<file path="src/rtl/food_spawner.sv">
// -----------------------------------------------------------------------------
// food_spawner
//
// Picks a new food cell for the snake game. On a spawn request it samples the
// free-running random streams, rejects candidates that fall outside the grid,
// looks the remaining candidates up in the board occupancy memory and retries
// until it finds an empty cell or runs out of tries.
//
// Ports
//   clock      : system clock, everything on posedge
//   resetn     : synchronous active-low reset
//   spawn_req  : request a new food position (only honoured while idle)
//   rand_x     : random x source (8 bits)
//   rand_y     : random y source (7 bits)
//   occ_rd_en  : occupancy read strobe (high for the single READ cycle)
//   occ_x      : occupancy read address x (also the latched candidate x)
//   occ_y      : occupancy read address y (also the latched candidate y)
//   occ_data   : occupancy bit, valid the cycle after occ_rd_en (1 = blocked)
//   food_x     : current food x
//   food_y     : current food y
//   food_valid : one-cycle strobe, food_x/food_y just updated
//   fail       : one-cycle strobe, try budget exhausted, food unchanged
//   busy       : high whenever a spawn is in progress
// -----------------------------------------------------------------------------
module food_spawner #(
    parameter int GRID_W    = 160,
    parameter int GRID_H    = 120,
    parameter int MAX_TRIES = 255
) (
    input  logic       clock,
    input  logic       resetn,
    input  logic       spawn_req,
    input  logic [7:0] rand_x,
    input  logic [6:0] rand_y,
    output logic       occ_rd_en,
    output logic [7:0] occ_x,
    output logic [6:0] occ_y,
    input  logic       occ_data,
    output logic [7:0] food_x,
    output logic [6:0] food_y,
    output logic       food_valid,
    output logic       fail,
    output logic       busy
);

    typedef enum logic [1:0] {
        S_IDLE   = 2'd0,
        S_SAMPLE = 2'd1,
        S_READ   = 2'd2,
        S_CHECK  = 2'd3
    } state_t;

    // One extra bit so a grid of the full coordinate range still compares
    localparam logic [8:0] LP_GRID_W    = 9'(GRID_W);
    localparam logic [7:0] LP_GRID_H    = 8'(GRID_H);
    localparam logic [7:0] LP_MAX_TRIES = 8'(MAX_TRIES);

    state_t     r_state;
    state_t     w_state_next;
    logic [7:0] r_tries;
    logic [7:0] w_tries_next;
    logic [7:0] r_occ_x;
    logic [7:0] w_occ_x_next;
    logic [6:0] r_occ_y;
    logic [6:0] w_occ_y_next;
    logic [7:0] r_food_x;
    logic [7:0] w_food_x_next;
    logic [6:0] r_food_y;
    logic [6:0] w_food_y_next;
    logic       r_food_valid;
    logic       w_food_valid_next;
    logic       r_fail;
    logic       w_fail_next;

    logic       w_in_range;
    logic       w_reject;
    logic [7:0] w_tries_inc;

    assign w_in_range  = ({1'b0, rand_x} < LP_GRID_W) && ({1'b0, rand_y} < LP_GRID_H);
    assign w_tries_inc = r_tries + 8'd1;

    always_comb begin
        w_state_next      = r_state;
        w_tries_next      = r_tries;
        w_occ_x_next      = r_occ_x;
        w_occ_y_next      = r_occ_y;
        w_food_x_next     = r_food_x;
        w_food_y_next     = r_food_y;
        w_food_valid_next = 1'b0;
        w_fail_next       = 1'b0;
        w_reject          = 1'b0;

        case (r_state)
            S_IDLE: begin
                if (spawn_req) begin
                    w_state_next = S_SAMPLE;
                    w_tries_next = 8'd0;
                end
            end
            S_SAMPLE: begin
                // Candidate is latched even when out of range; the read
                // address simply is not used in that case.
                w_occ_x_next = rand_x;
                w_occ_y_next = rand_y;
                if (w_in_range) begin
                    w_state_next = S_READ;
                end else begin
                    w_reject = 1'b1;
                end
            end
            S_READ: begin
                w_state_next = S_CHECK;
            end
            S_CHECK: begin
                if (!occ_data) begin
                    w_food_x_next     = r_occ_x;
                    w_food_y_next     = r_occ_y;
                    w_food_valid_next = 1'b1;
                    w_state_next      = S_IDLE;
                end else begin
                    w_reject = 1'b1;
                end
            end
            default: begin
                w_state_next = S_IDLE;
            end
        endcase

        // Shared rejection path for out-of-range and occupied candidates.
        // tries never exceeds MAX_TRIES, so the 8-bit count cannot wrap.
        if (w_reject) begin
            w_tries_next = w_tries_inc;
            if (w_tries_inc == LP_MAX_TRIES) begin
                w_fail_next  = 1'b1;
                w_state_next = S_IDLE;
            end else begin
                w_state_next = S_SAMPLE;
            end
        end
    end

    always_ff @(posedge clock) begin
        if (!resetn) begin
            r_state      <= S_IDLE;
            r_tries      <= 8'd0;
            r_occ_x      <= 8'd0;
            r_occ_y      <= 7'd0;
            r_food_x     <= 8'd0;
            r_food_y     <= 7'd0;
            r_food_valid <= 1'b0;
            r_fail       <= 1'b0;
        end else begin
            r_state      <= w_state_next;
            r_tries      <= w_tries_next;
            r_occ_x      <= w_occ_x_next;
            r_occ_y      <= w_occ_y_next;
            r_food_x     <= w_food_x_next;
            r_food_y     <= w_food_y_next;
            r_food_valid <= w_food_valid_next;
            r_fail       <= w_fail_next;
        end
    end

    assign occ_rd_en  = (r_state == S_READ);
    assign busy       = (r_state != S_IDLE);
    assign occ_x      = r_occ_x;
    assign occ_y      = r_occ_y;
    assign food_x     = r_food_x;
    assign food_y     = r_food_y;
    assign food_valid = r_food_valid;
    assign fail       = r_fail;

endmodule

</file>
<file path="config.mk">
export PLATFORM = sky130hd
export DESIGN_NAME = food_spawner
export DESIGN_NICKNAME = d
export VERILOG_FILES = /design/src/rtl/food_spawner.sv
export SDC_FILE = /design/constraint.sdc
export NUM_CORES = 1
export LEC_CHECK = 0
export BUFFER_PORTS_ARGS = -buffer_cell sky130_fd_sc_hd__buf_2
export CAP_MARGIN = 20
export CORE_MARGIN = 4
export CORE_UTILIZATION = 50
export CTS_CLUSTER_DIAMETER = 200
export DETAILED_ROUTE_END_ITERATION = 10
export GPL_TIMING_DRIVEN = 0
export PLACE_DENSITY = 0.75
export SYNTH_ARGS = -nofsm -noshare
export SYNTH_HDL_FRONTEND = slang
export SYNTH_SLANG_ARGS = --single-unit
</file>
<file path="constraint.sdc">
create_clock -name clock -period 2 [get_ports clock]
set_input_delay 0.4 -clock clock [delete_from_list [all_inputs] [get_ports clock]]
set_output_delay 0.4 -clock clock [all_outputs]
set_load 0.005 [all_outputs]
</file>
==> impl_metrics.py, run 1 <==
metrics = {
    "status": {
        "status": "complete, no violations",
    },
    "setup_path": {
        "worst-path-buf-inv": 2,
        "required_ns": 2.26,
        "r2r_cells": 8,
        "slowest_stage": "dfxtp_1",
        "r2r-end": "r_tries[3]",
        "start_kind": "register",
        "criticalPathCategory": "reg -> reg",
        "rrSetupSlack_ns": 0.12,
        "worstPathArrival_ns": 2.14,
        "cp_max_fo": 8,
        "cp_num_cells": 8,
        "cp_cell_sequence": "inv_1 -> ha_1 -> buf_6 -> o211ai_1 -> o211ai_4 -> and2_1 -> a22o_1 -> a21o_1",
        "critPathTopFamily": "compound AO/OA/AOI/OAI gates",
        "r2r-start": "r_state[1]",
        "slowest_delay_ns": 0.40,
        "end_kind": "register",
    },
    "die": {
        "die_area_um2": 4640,
        "rows": 21,
        "die_h_um": 68.1,
        "coreArea_um2": 3420,
        "ios": 53,
        "start_util_pct": 52.9,
        "die-width_um": 68.1,
    },
    "power": {
        "power_frac_seq_pct": 46.0,
        "internal_power_uw": 1490,
        "swShare_pct": 32.7,
        "p_switching_uw": 724,
        "p_comb_share_pct": 29.6,
        "power_density_nw_per_um2": 1000,
        "vdd_drop_max_v": 0.000667,
        "clkPwrFrac_pct": 24.4,
        "cellLeakagePower_uw": 0.000958,
    },
    "synthesis": {
        "synth_ff_type": "dfxtp_1",
        "netlist_instances": 199,
        "synthTopCellsByArea": "dfxtp_1 47%, mux2i_1 8.9%, nand2_1 7.5%",
        "ys_async_sr_fraction_pct": 0,
        "ys_warn_count": 0,
        "synth_fp_nets": 224,
        "syn-cell-area_um2": 1810,
        "yosysUniqueCellTypes": 34,
        "ys_seq_elements": 42,
        "synth_edf_count": 0,
        "syn_avg_cell_area_um2": 9.07,
        "ys_seq_area_share_pct": 46.6,
        "yosys.area.top_type": "dfxtp_1",
        "synth_top_area_share_pct": 46.6,
    },
    "timing": {
        "max_slew_margin_pct": 66.0,
        "rsz0062_at_grt": "false",
        "fin_setup_tns_ns": 0,
        "post-route-period-util_pct": 94.1,
        "max_freq_ghz": 0.531,
        "skew_ns": 0.00722,
        "worst_pin_slew_ns": 0.510,
        "finalSetupViolations": 0,
        "fin_crit_ns": 1.88,
        "drv_slew": 0,
        "hold_viol": 0,
    },
    "global_routing": {
        "grt_max_degree": 14,
        "grt_pass1_vias": 1532,
        "grt_pass1_wl_mm": 7.01,
        "grt_overflow": 0,
        "grt_use_total_pct": 20.5,
        "antenna_found_initial": 0,
    },
    "routing": {
        "routed_wl_mm": 4.16,
        "antenna_left": 0,
        "vias": 1601,
        "dr.pass1.iters": 4,
        "vias_per_cell": 5.25,
        "wire_per_inst_um": 13.6,
        "drtIter0Drc": 77,
        "drc": 0,
    },
    "clocking": {
        "clk_latency_ns": 0.35,
        "cts_tree": "built",
        "clock-sinks": 42,
        "cts_buffers": 5,
        "htreeDepth": 2,
        "cts_root_buffer": "clkbuf_4",
        "clock_path_buffers": 2,
        "path_clk_slew_ns": 0.13,
    },
    "layout": {
        "final_cell_mix": "54 x buf_2, 42 x dfxtp_1, 36 x nand2_1",
        "design_area_um2": 2210,
        "area_growth_pct": 22.7,
        "nets": 283,
        "final_common_cell": "buf_2",
        "insertedDiodeCount": 0,
        "drive_above_1_share_pct": 26.3,
    },
    "hold_path": {
        "hold_depth": 3,
        "hold_start": "rand_x[4]",
        "worstHoldPathType": "in -> reg",
        "hold_end": "occ_x[4]",
    },
    "run": {
        "drv_cap": 0,
    },
    "placed_design": {
        "dpl.hpwl_mm": 3.01,
        "placed_area_um2": 2120,
        "io_buffers": 52,
        "gp_congestion": 0.792,
    },
}
==> through the flow <==
step           power, µW  util [%]  hold WS (ns)  std cells  worst slack (ns)
2_1_floorplan       1470         -         0.453        199             0.343
6_report            2220      64.8         0.276        305             0.118
3_5_place_dp        1680      62.2         0.444        297             0.132
3_3_place_gp        1670      62.2         0.439        297             0.132
4_1_cts             2230      64.4         0.271        305             0.103
5_1_grt             2360      64.8         0.275        305           0.00792
==> final cells by class <==
type                            count  area [µm²]
Sequential cell                    42         841
Buffer                              9        43.8
Clock inverter                      3        40.0
Multi-Input combinational cell    142         912
Inverter                            6        22.5
Clock buffer                        5        37.5
Fill cell                         304        1200
Tap cell                           46        57.6
Timing Repair Buffer               52         260
==> sequential cells by signal, summed over array words and instances (netlist names) <==
register,flops
food_x,8
occ_x,8
r_tries,8
food_y,7
occ_y,7
r_state,2
fail,1
food_valid,1
==> power groups by stage <==
stage / clock, µW / combinational, µW / sequential, µW
final: 541 / 657 / 1020
after global routing: 591 / 731 / 1040
after CTS: 555 / 652 / 1020
after detailed placement: 0 / 645 / 1040
after global placement: 0 / 635 / 1030
after floorplan: 0 / 443 / 1030
==> worst register-to-register path, cell delays in order, from the launching register on <==
cell and delay [ns]:
dfxtp_1 0.40, inv_1 0.09, ha_1 0.19, buf_6 0.15, o211ai_1 0.16, o211ai_4 0.19, and2_1 0.24, a22o_1 0.19
a21o_1 0.17
==> layer usage <==
metal | vias to the layer above | track usage [%] | wire (µm)
li1 | 798 | - | -
met1 | 759 | 24.4 | 1830
met2 | 39 | 33.7 | 1950
met3 | 5 | 8.21 | 326
met4 | 0 | 6.70 | 51
met5 | - | 0 | 0
==> repair_timing <==
item                       4_1_cts  5_1_grt
hold buffers                     0        0
buffers inserted                 0        0
resized for setup                0        2
setup endpoints to repair        0        3
==> cell usage after synthesis (3+ instances only) <==
cell	n
a21o_1	3
clkbuf_1	6
mux2i_1	16
xnor2_1	3
dfxtp_1	42
nand2_1	36
nand3_1	7
a21oi_1	15
nor2_1	18
o2bb2ai_1	5
inv_1	6
nand2b_1	3
or3_1	3
o21ai_0	3
and2_1	3
ha_1	6
==> kinds of logic (layout without fill, tap and decap cells) <==
group | after synthesis | after routing | synth area share [%]
AO/OA/AOI/OAI | 35 | 35 | 13.2
XOR/XNOR | 3 | 3 | 1.46
adder cells (fa/ha/maj) | 6 | 6 | 4.16
buffers and inverters | 15 | 75 | 3.67
flip-flops | 42 | 42 | 46.6
multiplexers | 16 | 16 | 8.87
AND/OR/NAND/NOR | 82 | 82 | 22.1
==> worst max path at each step <==
| stage | end | from | slack [ns] |
|---|---|---|---|
| 6_report | r_tries[3] | r_state[1] | 0.12 |
| 5_1_grt | food_x[7] | r_state[0] | 0.008 |
| 4_1_cts | r_tries[7] | r_state[1] | 0.10 |
| 3_5_place_dp | r_tries[7] | r_state[1] | 0.13 |
| 3_3_place_gp | r_tries[7] | r_state[1] | 0.13 |
| 2_1_floorplan | r_tries[3] | r_state[1] | 0.34 |
Power figures use the tool's default switching activity.
==> inputs of run 2 (changes only) <==
--- a/config.mk
+++ b/config.mk
@@ -7,10 +7,11 @@
 export LEC_CHECK = 0
 export BUFFER_PORTS_ARGS = -buffer_cell sky130_fd_sc_hd__buf_2
 export CAP_MARGIN = 20
-export CORE_MARGIN = 4
+export CORE_MARGIN = 5
 export CORE_UTILIZATION = 50
 export CTS_CLUSTER_DIAMETER = 200
 export DETAILED_ROUTE_END_ITERATION = 10
+export GPL_ROUTABILITY_DRIVEN = 1
 export GPL_TIMING_DRIVEN = 0
 export PLACE_DENSITY = 0.75
 export SYNTH_ARGS = -nofsm -noshare
==> constraint.sdc (replaced) <==
create_clock -name clock -period 2.1 [get_ports clock]
set_input_delay 0.42 -clock clock [delete_from_list [all_inputs] [get_ports clock]]
set_output_delay 0.42 -clock clock [all_outputs]
set_load 0.005 [all_outputs]
==> run 2 against run 1 <==
Via count is 3.8% lower; hold slack better by 0.020 ns; critical endpoint is now r_tries[7]; critical path type unchanged; clock-buffer cell count unchanged; highest routed layer unchanged.
==> impl_metrics.py, run 2 (synthesis gave the netlist of run 1 again) <==
metrics = {
    "routing": {
        "dr.pass1.iters": 4,
        "antenna_left": 0,
        "vias_per_cell": 5.05,
        "drtIter0Drc": 113,
        "wire_per_inst_um": 13.0,
        "routed_wl_mm": 3.98,
        "drc": 0,
        "vias": 1540,
    },
    "die": {
        "coreArea_um2": 3420,
        "die_area_um2": 4910,
        "die_h_um": 70.1,
        "rows": 21,
        "ios": 53,
        "start_util_pct": 52.9,
        "die-width_um": 70.1,
    },
    "global_routing": {
        "grt_max_degree": 14,
        "grt_overflow": 0,
        "antenna_found_initial": 0,
        "grt_pass1_wl_mm": 6.76,
        "grt_pass1_vias": 1509,
        "grt_use_total_pct": 16.9,
    },
    "setup_path": {
        "r2r-end": "r_tries[7]",
        "start_kind": "register",
        "end_kind": "register",
        "rrSetupSlack_ns": 0.18,
        "cp_max_fo": 8,
        "required_ns": 2.38,
        "criticalPathCategory": "reg -> reg",
        "r2r-start": "r_state[1]",
        "worstPathArrival_ns": 2.20,
        "r2r_cells": 8,
    },
    "run": {
        "drv_cap": 0,
    },
    "layout": {
        "final_cell_mix": "54 x buf_2, 42 x dfxtp_1, 36 x nand2_1",
        "drive_above_1_share_pct": 25.9,
        "insertedDiodeCount": 0,
        "area_growth_pct": 21.9,
        "nets": 283,
        "final_common_cell": "buf_2",
    },
    "clocking": {
        "htreeDepth": 2,
        "postCtsSetupRepairBufs": 0,
        "cts_resized": 0,
        "cts_root_buffer": "clkbuf_4",
        "postCtsHoldBufs": 0,
        "clock_path_buffers": 2,
        "clock-sinks": 42,
        "path_clk_slew_ns": 0.12,
        "cts_buffers": 5,
        "clk_latency_ns": 0.35,
        "cts_tree": "built",
    },
    "timing": {
        "setup_slack_ns": 0.178,
        "max_freq_ghz": 0.520,
        "worst_pin_slew_ns": 0.489,
        "fin_setup_tns_ns": 0,
        "skew_ns": 0.00964,
        "rsz0062_at_grt": "false",
        "max_slew_margin_pct": 67.4,
        "hold_viol": 0,
        "post-route-period-util_pct": 91.5,
        "drv_slew": 0,
        "hold_ws_ns": 0.297,
        "fin_crit_ns": 1.92,
        "finalSetupViolations": 0,
    },
    "power": {
        "power_density_nw_per_um2": 948,
        "cellLeakagePower_uw": 0.000957,
        "vdd_drop_max_v": 0.000536,
    },
    "placed_design": {
        "gp_congestion": 0.803,
        "dpl.hpwl_mm": 2.98,
        "dp_slack_ns": 0.234,
        "io_buffers": 52,
    },
    "status": {
        "status": "complete, no violations",
    },
    "hold_path": {
        "worstHoldPathType": "in -> reg",
        "hold_depth": 3,
        "hold_end": "occ_y[1]",
        "hold_start": "rand_y[1]",
    },
}
## run 2: routing by layer
layer / GRT usage (%) / wire length, µm / up-vias
met5: 0 / 0 / -
li1: - / - / 796
met2: 27.2 / 1790 / 51
met3: 5.88 / 318 / 7
met1: 21.1 / 1820 / 686
met4: 5.74 / 53 / 0
## run 2: report_power, final
| group | leakage (µW) | internal, µW | total [µW] | switching [µW] |
|---|---|---|---|---|
| Clock | 0.0000450 | 247 | 503 | 256 |
| Sequential | 0.000341 | 888 | 967 | 78.7 |
| Combinational | 0.000571 | 283 | 616 | 333 |
## run 2: worst max-delay path by stage
stage            endpoint       start  slack (ns)
2_1_floorplan  r_tries[3]  r_state[1]        0.44
3_3_place_gp   r_tries[7]  r_state[1]        0.23
3_5_place_dp   r_tries[7]  r_state[1]        0.23
4_1_cts        r_tries[1]  r_state[1]        0.17
5_1_grt        r_tries[7]  r_state[1]        0.03
6_report       r_tries[7]  r_state[1]        0.18
## run 2: worst max-delay path: stages (launching register included)
cell	delay [ns]
dfxtp_1	0.40
inv_1	0.09
ha_1	0.22
buf_6	0.16
o211ai_1	0.15
o211ai_4	0.18
o21ai_2	0.30
and2_1	0.24
o2bb2ai_1	0.13
## run 2: metrics by stage
stage	util (%)	total power [µW]	instances	cell area, µm²
after global placement	62.2	1590	297	2120
after detailed placement	62.2	1600	297	2120
after floorplan	-	1400	199	1810
final	64.4	2090	305	2200
after global routing	64.4	2220	305	2200
after CTS	64.4	2100	305	2200
## run 2: cell type report
| cell class | count | area, µm² |
|---|---|---|
| plain buffers | 9 | 43.8 |
| clock buffers | 5 | 37.5 |
| clock inverters | 3 | 40.0 |
| fillers | 316 | 1210 |
| inverters | 6 | 22.5 |
| multi-input cells | 142 | 898 |
| flip-flops and latches | 42 | 841 |
| well taps | 46 | 57.6 |
| repair buffers | 52 | 260 |
==> inputs of run 3 (changes only) <==
--- a/config.mk
+++ b/config.mk
@@ -7,6 +7,7 @@
 export LEC_CHECK = 0
 export BUFFER_PORTS_ARGS = -buffer_cell sky130_fd_sc_hd__buf_2
 export CAP_MARGIN = 20
+export CORE_ASPECT_RATIO = 0.75
 export CORE_MARGIN = 5
 export CORE_UTILIZATION = 50
 export CTS_CLUSTER_DIAMETER = 200
==> run 3 against run 2 <==
Power about the same; global-route usage increased by 1.1 points; first-iteration DRC count decreased by 26%; via count decreased by 1.9%; clock power about the same; clock skew decreased by 0.0027 ns; hold slack improved by 0.065 ns.
==> impl_metrics.py, run 3 (synthesis gave the netlist of run 1 again) <==
metrics = {
    "global_routing": {
        "grt_max_degree": 14,
        "grt_pass1_wl_mm": 6.67,
        "grt_use_total_pct": 18.0,
        "grt_pass1_vias": 1396,
        "grt_overflow": 0,
        "antenna_found_initial": 0,
    },
    "timing": {
        "drv_slew": 0,
        "skew_ns": 0.00689,
        "worst_pin_slew_ns": 0.500,
        "hold_viol": 0,
        "finalSetupViolations": 0,
        "fin_crit_ns": 1.94,
        "fin_setup_tns_ns": 0,
        "max_freq_ghz": 0.516,
        "post-route-period-util_pct": 92.3,
        "max_slew_margin_pct": 66.7,
        "rsz0062_at_grt": "false",
    },
    "die": {
        "die-width_um": 79.4,
        "start_util_pct": 53.4,
        "die_area_um2": 4930,
        "ios": 53,
        "rows": 18,
        "coreArea_um2": 3380,
        "die_h_um": 62.0,
    },
    "power": {
        "power_density_nw_per_um2": 948,
        "vdd_drop_max_v": 0.000539,
        "cellLeakagePower_uw": 0.000957,
    },
    "setup_path": {
        "critPathTopFamily": "compound AO/OA/AOI/OAI gates",
        "required_ns": 2.33,
        "worstPathArrival_ns": 2.16,
        "cp_max_fo": 8,
        "cp_cell_sequence": "inv_1 -> ha_1 -> buf_6 -> o211ai_1 -> o211ai_4 -> o21ai_2 -> and2_1 -> o2bb2ai_1",
        "worst-path-buf-inv": 2,
        "slowest_stage": "dfxtp_1",
        "criticalPathCategory": "reg -> reg",
        "rrSetupSlack_ns": 0.16,
        "slowest_delay_ns": 0.40,
        "end_kind": "register",
        "start_kind": "register",
    },
    "layout": {
        "fill_cells": 311,
        "drive_above_1_share_pct": 25.5,
        "area_growth_pct": 22.0,
        "register_area_um2": 841,
        "final-instance-count-excl-fill": 299,
        "final_cell_mix": "54 x buf_2, 42 x dfxtp_1, 36 x nand2_1",
        "insertedDiodeCount": 0,
        "final_common_cell": "buf_2",
        "postLayoutCoreUtil_pct": 65.2,
        "multi_input_area_um2": 898,
        "nets": 283,
    },
    "routing": {
        "routed_wl_mm": 3.98,
        "vias_per_cell": 5.05,
        "drc": 0,
        "dr.pass1.iters": 5,
        "vias": 1511,
        "wire_per_inst_um": 13.3,
        "antenna_left": 0,
        "drtIter0Drc": 84,
    },
    "clocking": {
        "clock_path_buffers": 2,
        "cts_buffers": 5,
        "cts_resized": 0,
        "clk_latency_ns": 0.29,
        "path_clk_slew_ns": 0.08,
        "postCtsSetupRepairBufs": 0,
        "clock-sinks": 42,
        "postCtsHoldBufs": 0,
        "cts_tree": "built",
        "htreeDepth": 2,
        "cts_root_buffer": "clkbuf_8",
    },
    "placed_design": {
        "gp_congestion": 0.872,
        "dpl.hpwl_mm": 3.02,
        "io_buffers": 52,
        "dp.cells": 291,
    },
    "run": {
        "drv_cap": 0,
    },
    "status": {
        "status": "complete, no violations",
    },
    "hold_path": {
        "worstHoldPathType": "in -> reg",
    },
}
## run 3: cell types whose count changed in the layout (fill, tap and decap cells not counted), sizes merged
cell    before  now
bufinv       1    0
clkbuf      11   12
## run 3: area by class of cell
class,instances,area share (%)
multi-input cells,142,40.8
clock inverters,2,0.625
plain buffers,9,1.99
well taps,40,2.27
inverters,6,1.02
clock buffers,6,3.30
flip-flops and latches,42,38.2
repair buffers,52,11.8
## run 3: path summary, 6_finish.rpt
kind                                 start         end  depth (start not counted)
worst max-delay path            r_state[1]  r_tries[6]                          8
worst min-delay path             rand_x[0]    occ_x[0]                          3
worst max register to register  r_state[1]  r_tries[6]                          8
worst min register to register   food_y[1]   food_y[1]                          2
## run 3: worst register-to-register path, cell delays in order, from the launching register on
cell and delay, ns:
dfxtp_1 0.40, inv_1 0.10, ha_1 0.20, buf_6 0.15
o211ai_1 0.18, o211ai_4 0.19, o21ai_2 0.32, and2_1 0.22
o2bb2ai_1 0.12
## run 3: power breakdown
group / internal [µW] / switching [µW]
Clock: 234 / 267
Sequential: 888 / 77.0
Combinational: 282 / 338
## run 3: layer usage
metal / share of wire (%) / wire length (µm) / vias to the layer above / track usage (%)
li1: - / - / 798 / -
met1: 53 / 2100 / 664 / 25.0
met2: 41 / 1610 / 42 / 26.5
met3: 5.1 / 204 / 7 / 4.90
met4: 1.6 / 65 / 0 / 8.09
met5: 0 / 0 / - / 0
## run 3: metrics by stage
step / hold slack, ns / setup WS (ns) / power [µW] / cell area (µm²)
2_1_floorplan: 0.453 / 0.443 / 1400 / 1810
3_5_place_dp: 0.444 / 0.185 / 1600 / 2120
5_1_grt: 0.357 / 0.0917 / 2220 / 2200
3_3_place_gp: 0.439 / 0.184 / 1590 / 2120
6_report: 0.362 / 0.162 / 2090 / 2200
4_1_cts: 0.357 / 0.157 / 2110 / 2200
